`src/rtl/fantasy_mode_ramp.sv`:
```
// fantasy_mode_ramp
//   Per-mode parameter table {inv_en, shift, gain} with frame-rate ramping.
//   On each frame tick (rising edge of vs_i) the entry selected by mode_i becomes
//   the target. gain/shift move at most STEP_G/STEP_S per frame toward it. An
//   inversion change is hidden by fading gain and shift to 0, swapping inv_en
//   while both are 0, and then fading back in.
// Ports
//   clk_i        pixel clock
//   rst_i        synchronous reset, active high (restores table and outputs)
//   vs_i         vsync, rising edge = frame tick
//   mode_i       requested mode, sampled on frame tick only
//   cfg_we_i     table write strobe
//   cfg_addr_i   table entry index (out-of-range writes ignored)
//   cfg_inv_i    entry inv_en
//   cfg_shift_i  entry shift (two's complement)
//   cfg_gain_i   entry gain (UNITY = x1.0)
//   inv_en_o     current inversion enable (registered)
//   shift_o      current shift (registered, two's complement)
//   gain_o       current gain (registered)
//   busy_o       high while a fade sequence is in progress
module fantasy_mode_ramp #(
    parameter int NMODES = 8,
    parameter int GW     = 18,
    parameter int SW     = 30,
    parameter int UNITY  = 32768,
    parameter int STEP_G = 2048,
    parameter int STEP_S = 4
) (
    input  logic                      clk_i,
    input  logic                      rst_i,
    input  logic                      vs_i,
    input  logic [$clog2(NMODES)-1:0] mode_i,
    input  logic                      cfg_we_i,
    input  logic [$clog2(NMODES)-1:0] cfg_addr_i,
    input  logic                      cfg_inv_i,
    input  logic [SW-1:0]             cfg_shift_i,
    input  logic [GW-1:0]             cfg_gain_i,
    output logic                      inv_en_o,
    output logic [SW-1:0]             shift_o,
    output logic [GW-1:0]             gain_o,
    output logic                      busy_o
);

    localparam logic        [GW:0] STEP_GX = (GW+1)'(STEP_G);
    localparam logic signed [SW:0] STEP_SX = (SW+1)'(STEP_S);

    typedef enum logic [1:0] {IDLE, FADE_OUT, SWAP, FADE_IN} state_t;

    function automatic logic def_inv(input int i);
        def_inv = (i == 0) || (i == 1);
    endfunction

    function automatic logic [GW-1:0] def_gain(input int i);
        case (i)
            1, 6:    def_gain = GW'(21845);
            5:       def_gain = GW'(13763);
            default: def_gain = GW'(UNITY);
        endcase
    endfunction

    // One frame of unsigned gain movement toward dst, evaluated at GW+1 bits.
    function automatic logic [GW-1:0] step_gain(input logic [GW-1:0] cur,
                                                input logic [GW-1:0] dst);
        logic [GW:0] c, d;
        c = {1'b0, cur};
        d = {1'b0, dst};
        if (d >= c)
            step_gain = ((d - c) <= STEP_GX) ? dst : GW'(c + STEP_GX);
        else
            step_gain = ((c - d) <= STEP_GX) ? dst : GW'(c - STEP_GX);
    endfunction

    // One frame of signed shift movement toward dst, evaluated at SW+1 bits.
    function automatic logic signed [SW-1:0] step_shift(input logic signed [SW-1:0] cur,
                                                        input logic signed [SW-1:0] dst);
        logic signed [SW:0] c, d, diff;
        c    = {cur[SW-1], cur};
        d    = {dst[SW-1], dst};
        diff = d - c;
        if (diff > STEP_SX)
            step_shift = SW'(c + STEP_SX);
        else if (diff < -STEP_SX)
            step_shift = SW'(c - STEP_SX);
        else
            step_shift = dst;
    endfunction

    logic                  tbl_inv   [NMODES];
    logic signed [SW-1:0]  tbl_shift [NMODES];
    logic        [GW-1:0]  tbl_gain  [NMODES];

    logic                  vs_q;
    logic                  tick;
    state_t                state;
    logic                  cur_inv;
    logic signed [SW-1:0]  cur_shift;
    logic        [GW-1:0]  cur_gain;

    logic                  nt_inv;
    logic signed [SW-1:0]  nt_shift;
    logic        [GW-1:0]  nt_gain;
    logic        [GW-1:0]  g_zero, g_tgt;
    logic signed [SW-1:0]  s_zero, s_tgt;

    assign tick = vs_i & ~vs_q;

    // Target for this frame comes from the table contents before any same-cycle write.
    always_comb begin
        nt_inv   = 1'b0;
        nt_shift = '0;
        nt_gain  = GW'(UNITY);
        if (int'(mode_i) < NMODES) begin
            nt_inv   = tbl_inv[mode_i];
            nt_shift = tbl_shift[mode_i];
            nt_gain  = tbl_gain[mode_i];
        end
    end

    always_comb begin
        g_zero = step_gain(cur_gain, '0);
        s_zero = step_shift(cur_shift, '0);
        g_tgt  = step_gain(cur_gain, nt_gain);
        s_tgt  = step_shift(cur_shift, nt_shift);
    end

    // Frame-tick register stage: table, current parameters and fade state
    always_ff @(posedge clk_i) begin
        if (rst_i) begin
            for (int i = 0; i < NMODES; i++) begin
                tbl_inv[i]   <= def_inv(i);
                tbl_shift[i] <= '0;
                tbl_gain[i]  <= def_gain(i);
            end
            vs_q      <= 1'b0;
            state     <= IDLE;
            busy_o    <= 1'b0;
            cur_inv   <= 1'b0;
            cur_shift <= '0;
            cur_gain  <= GW'(UNITY);
        end else begin
            vs_q <= vs_i;
            if (cfg_we_i && (int'(cfg_addr_i) < NMODES)) begin
                tbl_inv[cfg_addr_i]   <= cfg_inv_i;
                tbl_shift[cfg_addr_i] <= cfg_shift_i;
                tbl_gain[cfg_addr_i]  <= cfg_gain_i;
            end
            if (tick) begin
                case (state)
                    IDLE, FADE_IN: begin
                        if (nt_inv != cur_inv) begin
                            // Inversion change: start hiding the image first.
                            cur_gain  <= g_zero;
                            cur_shift <= s_zero;
                            state     <= FADE_OUT;
                            busy_o    <= 1'b1;
                        end else begin
                            cur_gain  <= g_tgt;
                            cur_shift <= s_tgt;
                            if (state == FADE_IN && g_tgt == nt_gain && s_tgt == nt_shift) begin
                                state  <= IDLE;
                                busy_o <= 1'b0;
                            end
                        end
                    end
                    FADE_OUT: begin
                        cur_gain  <= g_zero;
                        cur_shift <= s_zero;
                        if (g_zero == '0 && s_zero == '0)
                            state <= SWAP;
                    end
                    default: begin
                        // SWAP: gain and shift are both 0 here, so the flip is invisible.
                        cur_inv <= nt_inv;
                        state   <= FADE_IN;
                    end
                endcase
            end
        end
    end

    assign inv_en_o = cur_inv;
    assign shift_o  = cur_shift;
    assign gain_o   = cur_gain;

endmodule
```
`config.mk`:
```
export PLATFORM = sky130hd
export DESIGN_NAME = fantasy_mode_ramp
export DESIGN_NICKNAME = d
export VERILOG_FILES = /design/src/rtl/fantasy_mode_ramp.sv
export SDC_FILE = /design/constraint.sdc
export NUM_CORES = 1
export LEC_CHECK = 0
export ABC_AREA = 1
export CORE_ASPECT_RATIO = 1.25
export CORE_UTILIZATION = 28
export CTS_BUF_LIST = sky130_fd_sc_hd__clkbuf_8
export CTS_CLUSTER_SIZE = 40
export DETAILED_ROUTE_END_ITERATION = 6
export GPL_TIMING_DRIVEN = 0
export PLACE_DENSITY = 0.46
export RECOVER_POWER = 25
export SYNTH_ARGS = -nofsm -noshare
export SYNTH_HDL_FRONTEND = slang
export SYNTH_SLANG_ARGS = --single-unit
```
`constraint.sdc`:
```
create_clock -name clk_i -period 10 [get_ports clk_i]
set_input_delay 2 -clock clk_i [delete_from_list [all_inputs] [get_ports clk_i]]
set_output_delay 2 -clock clk_i [all_outputs]
set_load 0.05 [all_outputs]
```
==> run summary, run 1 <==
GR Util All Layers = 23.4%
Setup Crit Path Kind = in -> reg
Leak = 0.0148 uW
max cap viols = 1
WL/cell = 22.3 um
FF+latch count, synth = 445
I/O pins = 109
synth top area cells = edfxtp_1 (39%), nand2_1 (13%), nor2_1 (10%)
clock sinks = 445
num rows = 133
Worst-Skew Late Latency = 700 ps
Mapped Cells = 4137
count of pins over their slew limit = 50
Util after Layout = 32.6%
TritonCTS clock tree = done
CP max stage delay = 1020 ps
overall routed net length = 129000 um
PD cells = 214 nW/um2
critical path's slowest cell = o21ai_0
post-synth top area share = 39.0%
RSZ-0062 raised after global routing = no
CORE AREA = 106000 um2
hold_buf cts = 0
crit start category = input pin
Slew @ Worst Pin = 2860 ps
DRT Pass-1 Iters = 6
Initial DRC Count = 2282
hpwl dp = 96900 um
die area = 108000 um2
Die X-Extent = 295 um
crit path max fanout = 10
number of vias per cell = 4.98
Worst EP arrival = 9330 ps
Final Hold Fails = 0
worst hold path type = reg -> reg
cell area after synthesis = 30000 um2
port buffer count = 105
post_cts resized = 0
Synth Net Count = 4271
Root Driver = clkbuf_8
Worst slew margin = -91.1%
Post-CTS Setup Inserts = 0
Max Clock Freq = 0.114 GHz
library cells used by synthesis = 56
worst setup margin = 1220 ps
Period minus WS final = 8780 ps
largest area contributor in the netlist = edfxtp_1
final antenna-violating net count = 0
Vert. Die Dim = 368 um
Vias = 28900
synth warn = 0
Post-Syn Area per Cell = 7.25 um2
setup TNS = 0 ps
Place WS = 559 ps
CP endpoint kind = register
maximum clock path buffer count = 3
GPL Wtd Cong = 0.949
worst vdd ir = 0.0847 mV
FF-to-FF path depth = 34
initial antenna violation count = 2
Post-synth EDFFs = 390
first-pass GRT wire length = 186000 um
Worst Path Required = 10540 ps
final-report setup violation count = 0
period utilisation layout = 87.8%
htree depth = 3
Fin Hold WS = 485 ps
Synth Flop Type = edfxtp_1
fin nets = 4460
grt total ovfl = 0
hold path depth = 2
clock skew = 25.5 ps
largest net degree at the start of global routing = 50
layout cells sized above 1 = 6.53%
drc violations = 0
FFs w/ async S/R, synth = 0%
crit-path most repeated cell = nand2_1
Inserted Clock Buffers = 78
Seq/Total Area, Yosys = 42.7%
vias in the first global route = 28200
CTS clk-pin slew, worst paths = 60 ps
synthesis-to-layout area growth = 14.7%
initial core utilization = 28.4%
violated checks = capacitance limit, slew limit
outcome = complete, but fails checks
[path summary, 6_finish.rpt]
path	slack [ps]	from	end
max	1220	mode_i[1]	state[1]$_SDFFE_PP0P_
min	480	busy_o$_SDFFE_PP0P_	busy_o$_SDFFE_PP0P_
max reg2reg	4100	tbl_shift[6][7]$_SDFFCE_PN0P_	state[1]$_SDFFE_PP0P_
min reg2reg	480	busy_o$_SDFFE_PP0P_	busy_o$_SDFFE_PP0P_
[area by class of cell]
class | instances | area [um2]
diodes | 3 | 7.51
plain buffers | 188 | 856
clock buffers | 81 | 1110
clock inverters | 55 | 323
fillers | 11600 | 71300
inverters | 462 | 1760
multi-input cells | 3042 | 14600
flip-flops and latches | 445 | 12800
well taps | 1417 | 1770
repair buffers | 109 | 1140
[stage by stage]
| step | area (um2) | instances | total power [uW] |
|---|---|---|---|
| after global routing | 34400 | 5800 | 7800 |
| after global placement | 32800 | 5659 | 5740 |
| final | 34400 | 5802 | 7380 |
| after detailed placement | 33000 | 5663 | 5720 |
| after floorplan | 30000 | 4137 | 4600 |
| after CTS | 34400 | 5799 | 7370 |
[Yosys cell counts, drive strengths merged, types with 8 or more instances]
cell / count
a21oi: 147
buf: 62
clkbuf: 126
dfxtp: 55
edfxtp: 390
ha: 74
inv: 457
nand2: 1042
nand3: 288
nand3b: 18
nand4: 72
nor2: 843
nor3: 31
o211ai: 15
o21ai: 302
o21bai: 8
o22ai: 96
xor2: 73
[layer usage]
layer / routed length (um) / GRT usage, % / part of all wire [%]
met1: 53200 / 28.4 / 41
met5: 0 / 0 / 0
met2: 64700 / 41.6 / 50
met4: 4690 / 9.09 / 3.6
met3: 6560 / 2.81 / 5.1
[placed cells by master (no fill, tap or decap), drive strengths merged, types with 3 or more instances in the layout]
master / instances
nand2: 1042
nor2: 843
inv: 490
edfxtp: 390
o21ai: 302
nand3: 288
clkbuf: 207
a21oi: 147
clkdlybuf4s50: 102
o22ai: 96
ha: 74
xor2: 73
nand4: 72
buf: 66
dfxtp: 55
nor3: 31
clkinv: 22
nand3b: 18
o211ai: 15
o21bai: 8
nor4: 6
and2: 6
or2: 5
diode: 3
xnor2: 3
clkinvlp: 3
dlygate4sd3: 3
a31oi: 3
[logic make-up after synthesis]
family,Yosys count,share of synthesized area [%]
flip-flops,445,42.7
adder cells (fa/ha/maj),75,3.15
buffers and inverters,650,8.70
AND/OR/NAND/NOR,2312,32.7
AO/OA/AOI/OAI,579,10.5
XOR/XNOR,76,2.24
[sequential cells by signal (all words and copies together), names as in the netlist]
| name | count |
|---|---|
| busy_o | 1 |
| shift_o | 30 |
| state | 2 |
| tbl_inv | 8 |
| vs_q | 1 |
| tbl_gain | 144 |
| tbl_shift | 240 |
| inv_en_o | 1 |
| gain_o | 18 |
[power by group]
part | total, uW | switching, uW | internal, uW
Clock | 1640 | 832 | 809
Combinational | 3490 | 2480 | 1000
Sequential | 2250 | 95.1 | 2160
Total | 7380 | 3410 | 3970
[worst max-delay path, delay by kind of cell]
family	cells	cell delay (ps)
compound gates	4	1410
simple gates	24	2960
buf+inv	9	2410
fa+ha+maj	1	480
Note: power is estimated with default switching activity, not from simulation.
==> inputs of run 2 (changes only) <==
--- a/config.mk
+++ b/config.mk
@@ -7,12 +7,13 @@
 export LEC_CHECK = 0
 export ABC_AREA = 1
 export CORE_ASPECT_RATIO = 1.25
-export CORE_UTILIZATION = 28
+export CORE_UTILIZATION = 38
 export CTS_BUF_LIST = sky130_fd_sc_hd__clkbuf_8
 export CTS_CLUSTER_SIZE = 40
 export DETAILED_ROUTE_END_ITERATION = 6
+export GPL_ROUTABILITY_DRIVEN = 0
 export GPL_TIMING_DRIVEN = 0
-export PLACE_DENSITY = 0.46
+export PLACE_DENSITY = 0.59
 export RECOVER_POWER = 25
 export SYNTH_ARGS = -nofsm -noshare
 export SYNTH_HDL_FRONTEND = slang
==> constraint.sdc (replaced) <==
create_clock -name clk_i -period 7.9 [get_ports clk_i]
set_input_delay 1.58 -clock clk_i [delete_from_list [all_inputs] [get_ports clk_i]]
set_output_delay 1.58 -clock clk_i [all_outputs]
set_load 0.05 [all_outputs]
==> run 2 against run 1 <==
Against the previous run:
- the flow finishes with violations (DRC, capacitance limit, slew limit)
- sequential power up 26%
- final cell count down 6.7%
- combinational power up 23%
- clock skew up 18 ps
- wire length down 11%
- final area down 1.9%
- via count up 1.8%
- die area down 26%
- global-route usage up 4.7 points
- critical path type unchanged
==> run summary, run 2 (synthesized netlist as in run 1, its figures left out) <==
period utilisation layout = 95.1%
setup TNS = 0 ps
worst hold path type = reg -> reg
I/O pins = 109
PD cells = 268 nW/um2
GR Util All Layers = 28.1%
layout cells sized above 1 = 6.59%
count of pins over their slew limit = 50
max cap viols = 1
initial antenna violation count = 2
fin nets = 4450
Leak = 0.0147 uW
Worst-Skew Late Latency = 680 ps
Worst EP arrival = 8030 ps
DRT Pass-1 Iters = 7
crit path max fanout = 10
Die X-Extent = 253 um
critical path's slowest cell = o21ai_1
Setup Crit Path Kind = in -> reg
Inserted Clock Buffers = 74
Post-CTS Setup Inserts = 0
area of the multi-input gates = 14600 um2
Largest register FFs = 240
WL/cell = 21.2 um
drc violations = 3
RSZ-0062 raised after global routing = no
die area = 80100 um2
synthesis-to-layout area growth = 12.5%
commonest non-fill, non-tap cells in the layout = nand2_1 (1013), nor2_1 (809), inv_1 (453), edfxtp_1 (390), nand3_1 (276)
port buffer count = 105
crit start category = input pin
htree depth = 3
clock sinks = 445
largest net degree at the start of global routing = 50
Initial DRC Count = 3098
Root Driver = clkbuf_8
Vert. Die Dim = 316 um
CP max stage delay = 700 ps
Worst slew margin = -84.6%
overall routed net length = 115000 um
num rows = 114
first-pass GRT wire length = 167000 um
CORE AREA = 77700 um2
vias in the first global route = 27500
hpwl dp = 84100 um
initial core utilization = 38.6%
fillcell total = 8094
TritonCTS clock tree = done
Worst Path Required = 8420 ps
largest reg by FF count = tbl_shift
grt total ovfl = 0
CTS clk-pin slew, worst paths = 60 ps
number of vias per cell = 5.44
most common cell after layout, fill and taps aside = nand2_1
CP endpoint kind = register
Final Hold Fails = 0
final-report setup violation count = 0
final antenna-violating net count = 0
worst vdd ir = 0.131 mV
clock skew = 43.2 ps
maximum clock path buffer count = 3
total power = 9060 uW
Period minus WS final = 7510 ps
Vias = 29400
Register Area = 12800 um2
violated checks = DRC, capacitance limit, slew limit
Slew @ Worst Pin = 2760 ps
outcome = complete, but fails checks
crit-path most repeated cell = nand2_1
Max Clock Freq = 0.133 GHz
-- run 2: cell types whose count changed in the layout (fill, tap and decap cells not counted), sizes merged, moves of 2 or more --
cell           previous run  this run
clkinv                   22        25
buf                      66        62
dlygate4sd3               3         1
clkdlybuf4s50           102       104
inv                     490       485
clkbuf                  207       200
-- run 2: final cells by class --
class,count,share of cell area (%)
Clock inverter,51,0.790
Tap cell,1044,3.87
Buffer,185,2.54
Multi-Input combinational cell,3042,43.4
Antenna cell,2,0.0148
Clock buffer,76,3.10
Timing Repair Buffer,106,3.14
Inverter,462,5.20
Sequential cell,445,38.0
-- run 2: repair_timing --
item | in CTS | in global routing
endpoints found under the hold margin | 0 | 0
endpoints found under the setup margin | 1 | 3
gates cloned | 0 | 0
hold buffers | 0 | 0
gates resized for setup | 1 | 38
-- run 2: critical path: cells and delay by family --
family,cells,cell delay [ps]
compound gates,6,1380
fa+ha+maj,1,360
buf+inv,8,2000
simple gates,21,2700
-- run 2: worst paths after layout --
path | start | end | slack (ps) | depth (start not counted)
worst max-delay path | mode_i[1] | state[1]$_SDFFE_PP0P_ | 390 | 36
worst min-delay path | tbl_inv[0]$_DFF_P_ | tbl_inv[0]$_DFF_P_ | 490 | 2
worst max register to register | tbl_shift[6][8]$_SDFFCE_PN0P_ | state[1]$_SDFFE_PP0P_ | 2310 | 33
worst min register to register | tbl_inv[0]$_DFF_P_ | tbl_inv[0]$_DFF_P_ | 490 | 2
-- run 2: through the flow --
step	util (%)	worst slack, ps	cells	cell area [um2]	hold slack, ps
6_report	43.4	391	5413	33800	490
5_1_grt	43.4	10.5	5412	33800	508
4_1_cts	43.4	27.6	5414	33700	488
3_5_place_dp	41.7	-711	5287	32400	476
3_3_place_gp	41.6	-687	5286	32400	470
2_1_floorplan	-	2140	4137	30000	463
-- run 2: where the power goes --
| group | switching [uW] | internal (uW) | leakage, uW |
|---|---|---|---|
| Sequential | 114 | 2730 | 0.00420 |
| Combinational | 3050 | 1260 | 0.00978 |
| Clock | 975 | 930 | 0.000763 |
| Total | 4130 | 4920 | 0.0147 |
-- run 2: per-layer routing --
metal / share of wire, % / track usage (%) / vias up
li1: - / - / 13900
met1: 39 / 34.2 / 13800
met2: 48 / 48.0 / 1397
met3: 7.7 / 4.05 / 333
met4: 5.2 / 15.3 / 0
met5: 0 / 0 / -
